==> config.mk <==
export PLATFORM = sky130hd
export DESIGN_NAME = scr1_dmem_bist
export DESIGN_NICKNAME = d
export VERILOG_FILES = /design/src/rtl/scr1_dmem_bist.sv
export SDC_FILE = /design/constraint.sdc
export NUM_CORES = 1
export LEC_CHECK = 0
export BUFFER_PORTS_ARGS = -buffer_cell sky130_fd_sc_hd__buf_2
export CAP_MARGIN = 20
export CORE_MARGIN = 2
export CORE_UTILIZATION = 50
export DETAILED_ROUTE_END_ITERATION = 12
export HOLD_SLACK_MARGIN = 0.03
export PLACE_DENSITY = 0.75
export RECOVER_POWER = 25
export SLEW_MARGIN = 20
export SYNTH_ARGS = -nofsm -noshare
export SYNTH_HDL_FRONTEND = slang
export SYNTH_SLANG_ARGS = --single-unit
==> constraint.sdc <==
create_clock -name clk_i -period 10.65 [get_ports clk_i]
set_input_delay 0.5325 -clock clk_i [delete_from_list [all_inputs] [get_ports clk_i]]
set_output_delay 0.5325 -clock clk_i [all_outputs]
set_load 0.02 [all_outputs]
==> src/rtl/scr1_dmem_bist.sv <==
// Dmem-side self-test initiator: writes seed+i over a word region, reads it back and reports pass/fail.
// One transaction in flight; REQ states hold all fields until req_ack, RESP states wait out NOTRDY.
module scr1_dmem_bist #(
  parameter int SCR1_BIST_CNT_W = 16
) (
  input  logic                       clk_i,
  input  logic                       rst_i,
  input  logic                       start_i,
  input  logic [31:0]                base_addr_i,
  input  logic [SCR1_BIST_CNT_W-1:0] word_cnt_i,
  input  logic [31:0]                seed_i,
  output logic                       busy_o,
  output logic                       done_o,
  output logic                       pass_o,
  output logic                       bus_err_o,
  output logic [SCR1_BIST_CNT_W-1:0] err_cnt_o,
  output logic [31:0]                fail_addr_o,
  output logic [31:0]                fail_exp_o,
  output logic [31:0]                fail_act_o,
  output logic                       dmem_req_o,
  output logic                       dmem_cmd_o,
  output logic [1:0]                 dmem_width_o,
  output logic [31:0]                dmem_addr_o,
  output logic [31:0]                dmem_wdata_o,
  input  logic                       dmem_req_ack_i,
  input  logic [31:0]                dmem_rdata_i,
  input  logic [1:0]                 dmem_resp_i
);

  localparam int CNT_W = SCR1_BIST_CNT_W;
  localparam logic [1:0] RESP_OK = 2'b01;
  localparam logic [1:0] RESP_ER = 2'b10;

  typedef enum logic [2:0] {
    ST_IDLE,
    ST_WR_REQ,
    ST_WR_RESP,
    ST_RD_REQ,
    ST_RD_RESP,
    ST_DONE
  } state_t;

  state_t           state_q, state_d;
  logic [31:0]      base_q, base_d;
  logic [31:0]      seed_q, seed_d;
  logic [CNT_W-1:0] last_q, last_d;
  logic [CNT_W-1:0] idx_q, idx_d;
  logic [CNT_W-1:0] err_cnt_q, err_cnt_d;
  logic [31:0]      fail_addr_q, fail_addr_d;
  logic [31:0]      fail_exp_q, fail_exp_d;
  logic [31:0]      fail_act_q, fail_act_d;
  logic             pass_q, pass_d;
  logic             bus_err_q, bus_err_d;

  logic [31:0] idx_ext;
  logic [31:0] cur_addr;
  logic [31:0] cur_data;
  logic        is_last;
  logic        resp_ok;
  logic        resp_er;
  logic        mismatch;

  assign idx_ext  = 32'(idx_q);
  assign cur_addr = base_q + (idx_ext << 2);
  assign cur_data = seed_q + idx_ext;
  assign is_last  = (idx_q == last_q);
  assign resp_ok  = (dmem_resp_i == RESP_OK);
  assign resp_er  = (dmem_resp_i == RESP_ER);
  assign mismatch = (state_q == ST_RD_RESP) && resp_ok && (dmem_rdata_i != cur_data);

  always_ff @(posedge clk_i) begin
    if (rst_i) begin
      state_q <= ST_IDLE;
    end else begin
      state_q <= state_d;
    end
  end

  always_comb begin
    state_d = state_q;
    case (state_q)
      ST_IDLE: begin
        if (start_i) begin
          state_d = (word_cnt_i == '0) ? ST_DONE : ST_WR_REQ;
        end
      end
      ST_WR_REQ: begin
        if (dmem_req_ack_i) state_d = ST_WR_RESP;
      end
      ST_WR_RESP: begin
        if (resp_ok)      state_d = is_last ? ST_RD_REQ : ST_WR_REQ;
        else if (resp_er) state_d = ST_DONE;
      end
      ST_RD_REQ: begin
        if (dmem_req_ack_i) state_d = ST_RD_RESP;
      end
      ST_RD_RESP: begin
        if (resp_ok)      state_d = is_last ? ST_DONE : ST_RD_REQ;
        else if (resp_er) state_d = ST_DONE;
      end
      ST_DONE: state_d = ST_IDLE;
      default: state_d = ST_IDLE;
    endcase
  end

  always_comb begin
    busy_o     = 1'b0;
    done_o     = 1'b0;
    dmem_req_o = 1'b0;
    dmem_cmd_o = 1'b0;
    case (state_q)
      ST_WR_REQ: begin
        busy_o     = 1'b1;
        dmem_req_o = 1'b1;
        dmem_cmd_o = 1'b1;
      end
      ST_WR_RESP: busy_o = 1'b1;
      ST_RD_REQ: begin
        busy_o     = 1'b1;
        dmem_req_o = 1'b1;
      end
      ST_RD_RESP: busy_o = 1'b1;
      ST_DONE:    done_o = 1'b1;
      default: ;
    endcase
  end

  always_comb begin
    base_d      = base_q;
    seed_d      = seed_q;
    last_d      = last_q;
    idx_d       = idx_q;
    err_cnt_d   = err_cnt_q;
    fail_addr_d = fail_addr_q;
    fail_exp_d  = fail_exp_q;
    fail_act_d  = fail_act_q;
    pass_d      = pass_q;
    bus_err_d   = bus_err_q;
    case (state_q)
      ST_IDLE: begin
        if (start_i) begin
          base_d      = base_addr_i & 32'hFFFF_FFFC;
          seed_d      = seed_i;
          last_d      = word_cnt_i - CNT_W'(1);
          idx_d       = '0;
          err_cnt_d   = '0;
          fail_addr_d = '0;
          fail_exp_d  = '0;
          fail_act_d  = '0;
          bus_err_d   = 1'b0;
          // An empty region has nothing to fail, so it completes as a pass.
          pass_d      = (word_cnt_i == '0);
        end
      end
      ST_WR_RESP, ST_RD_RESP: begin
        if (resp_ok)      idx_d     = is_last ? '0 : idx_q + CNT_W'(1);
        else if (resp_er) bus_err_d = 1'b1;
      end
      default: ;
    endcase
    if (mismatch) begin
      if (err_cnt_q != '1) err_cnt_d = err_cnt_q + CNT_W'(1);
      if (err_cnt_q == '0) begin
        fail_addr_d = cur_addr;
        fail_exp_d  = cur_data;
        fail_act_d  = dmem_rdata_i;
      end
    end
    // Resolve pass on the final read so it is already valid during the done pulse.
    if ((state_q == ST_RD_RESP) && resp_ok && is_last) begin
      pass_d = (err_cnt_q == '0) && !mismatch;
    end
  end

  always_ff @(posedge clk_i) begin
    if (rst_i) begin
      base_q      <= '0;
      seed_q      <= '0;
      last_q      <= '0;
      idx_q       <= '0;
      err_cnt_q   <= '0;
      fail_addr_q <= '0;
      fail_exp_q  <= '0;
      fail_act_q  <= '0;
      pass_q      <= 1'b0;
      bus_err_q   <= 1'b0;
    end else begin
      base_q      <= base_d;
      seed_q      <= seed_d;
      last_q      <= last_d;
      idx_q       <= idx_d;
      err_cnt_q   <= err_cnt_d;
      fail_addr_q <= fail_addr_d;
      fail_exp_q  <= fail_exp_d;
      fail_act_q  <= fail_act_d;
      pass_q      <= pass_d;
      bus_err_q   <= bus_err_d;
    end
  end

  assign pass_o       = pass_q;
  assign bus_err_o    = bus_err_q;
  assign err_cnt_o    = err_cnt_q;
  assign fail_addr_o  = fail_addr_q;
  assign fail_exp_o   = fail_exp_q;
  assign fail_act_o   = fail_act_q;
  assign dmem_width_o = 2'b10;
  assign dmem_addr_o  = cur_addr;
  assign dmem_wdata_o = cur_data;

endmodule

==> metrics.csv <==
metric,value,unit
outcome,completed,
min Tclk post-route,5.34,ns
io pins,302,
clk sinks,211,
initial antenna violation count,4,
Core Rows,57,
Seq pwr share,0.445,
Max Clock Freq,0.187,GHz
crit path DAT,5.79,ns
clock insertion delay at the later pin of the skew report,0.54,ns
Peak VDD IR,79.8,uV
critical path type,register to register,
Worst Path Max Fanout,75,
HP Class,input port to register,
final instance area,14400,um2
clock buffer depth,3,
Total Routed Length,43200,um
min setup slack post-route,5.31,ns
Max Slew Vio Count,0,
post_cts resized,0,
Fin Setup TNS,0,ns
GRT Overall Usage,0.312,
Worst Tran Pin Value,1.07,ns
type of element launching the critical path,register,
DIE HEIGHT,162,um
detailed placement HPWL,32600,um
final net count,1964,
routed len/inst,20.1,um
Final setup viols,0,
drt pass-1 iters,6,
area share of the largest cell type after synthesis,0.339,
drc violations,0,
root buf cell,clkbuf_16,
Area Overhead vs Synth,16.0,%
postcts setup bufs,0,
CP Capture Type,register,
largest net degree at the start of global routing,105,
NetSw,552,uW
setup slack after placement,5.41,ns
vias in the first global route,11400,
most frequent cells in the layout,"268 x nand2_1, 211 x dfxtp_1, 198 x buf_2",
Initial Util,0.510,
Mapped Avg Cell Area,7.79,um2
dominant synthesized flop cell,dfxtp_1,
"most common cell after layout, fill and taps aside",nand2_1,
Comb pwr share,0.153,
grt total ovfl,0,
Pleak,0.00589,uW
"Hold-fix buffers, CTS",0,
fillers,2333,
post-synth top area cell,dfxtp_1,
Crit path required time,11.10,ns
Clock transition at path regs,0.06,ns
htree depth,1,
die footprint,26200,um2
remaining antenna violation count after routing,0,
CTS tree,yes,
# port buffers,295,
Tcrit/Tclk final,0.501,
number of synthesized flops with an enable pin,0,
area post-placement,13800,um2
Synth warnings,0,
unrepaired setup endpoints after global routing,no,
register area share after synthesis,0.339,
"Async S/R FF share, synth",0,
Final GP Congestion,0.972,
clock share of power,0.401,
Synth cell types,85,
Starting DRT DRC Count,1301,
Pint,1350,uW
Cells after Synth,1597,
DR vias/cell,6.04,
cell area after synthesis,12400,um2
Final Hold Viols,0,
Worst Skew,0.0132,ns
Seq cells post-synth,211,
CORE AREA,24400,um2
total CTS buffers,23,
Pwr Density,131,nW/um2
Sw Ratio,0.291,
maxcap violations,0,
share of layout cells above drive strength 1,0.149,
routed via count,13000,
Synth area leaders,"dfxtp_1 34%, nand2_1 8.1%, a21oi_1 6.7%",
die width,162,um
global-route wire length before repair,64900,um
Rel. slew slack,0.290,
[area by class of cell]
type	instances	area, um2	area share
clock buffers	34	627	0.0434
diodes	3	7.51	0.000520
inverters	33	124	0.00858
flip-flops and latches	211	4220	0.292
clock inverters	4	66.3	0.00459
repair buffers	301	1420	0.0986
multi-input cells	1238	7560	0.524
well taps	324	405	0.0281
[per-stage QoR]
| stage | hold slack, ns | utilization | power [uW] | cells |
|---|---|---|---|---|
| detailed placement | 0.437 | 0.567 | 1140 | 2106 |
| CTS | 0.209 | 0.595 | 1900 | 2144 |
| global placement | 0.434 | 0.567 | 1140 | 2106 |
| global route | 0.231 | 0.592 | 1960 | 2148 |
| floorplan | 0.441 | - | 1040 | 1599 |
| finish | 0.230 | 0.592 | 1900 | 2148 |
[worst max-delay path, cell delays in order, from the launching register on]
cell and delay [ns]:
dfxtp_1 0.60, ha_1 0.48, a21oi_1 0.25, o21ai_0 0.32, o21ai_0 0.52, nor3_1 0.09, a2111oi_0 0.65, o2111a_1 0.33
nand4_1 0.16, nand4b_2 0.35, nand3_4 0.37, buf_4 0.68, nand3_1 0.19, a21oi_1 0.19
[synth_stat cells, types with 5 or more instances]
library cell	count
nand2_1	269
dfxtp_1	211
a21oi_1	166
nor2_1	99
nand3_1	86
clkbuf_1	64
xnor2_1	60
o21ai_0	49
xor2_1	47
and3_1	40
nand4_1	39
ha_1	36
inv_1	32
buf_2	29
nor3_1	26
nand2b_1	18
nor4_1	18
a211oi_1	17
or3_1	17
buf_4	16
a32o_1	14
a31o_2	12
a41o_1	11
o21a_1	11
mux2i_1	10
o31ai_1	10
nor2b_1	9
o2111ai_1	8
and2_1	7
and4_1	7
o21ai_1	7
or4_1	7
a211o_1	6
a21o_1	6
a311oi_1	6
nor3b_1	6
o211a_1	6
o211ai_1	6
or2_2	6
a22oi_1	5
nand3b_1	5
o311ai_0	5
[sequential cells by signal, summed over array words and instances (netlist names), 16 cells and up]
register / cells
seed_q: 32
fail_addr_o: 32
last_q: 16
base_q: 30
fail_exp_o: 32
err_cnt_o: 16
fail_act_o: 32
idx_q: 16
[power by group through the flow]
| stage | clock, uW | combinational, uW | sequential, uW |
|---|---|---|---|
| floorplan | 0 | 195 | 844 |
| global placement | 0 | 281 | 860 |
| detailed placement | 0 | 284 | 861 |
| CTS | 771 | 285 | 844 |
| global route | 803 | 314 | 847 |
| finish | 761 | 291 | 845 |
[layer usage]
metal,track usage,vias up,part of all wire
met5,0,-,0
met4,0.122,0,0.039
met3,0.0518,94,0.089
met2,0.492,628,0.45
met1,0.427,6102,0.43
li1,-,6155,-
[worst paths after layout]
check | start | end | slack [ns] | cells after the start
worst max-delay path | idx_q[14] | fail_exp_o[15] | 5.31 | 13
worst min-delay path | base_addr_i[11] | base_q[11] | 0.23 | 3
worst max register to register | idx_q[14] | fail_exp_o[15] | 5.31 | 13
worst min register to register | fail_addr_o[18] | fail_addr_o[18] | 0.45 | 2
[logic make-up (layout without fill, tap and decap cells)]
group,count (synthesis),count (layout),share of synthesized area
other,2,7,0.000603
AO/OA/AOI/OAI,401,401,0.213
flip-flops,211,211,0.339
buffers and inverters,150,372,0.0556
AND/OR/NAND/NOR,674,674,0.261
multiplexers,10,10,0.00804
XOR/XNOR,111,111,0.0827
adder cells (fa/ha/maj),38,38,0.0394
No activity file was read; power rests on OpenSTA's default activity.
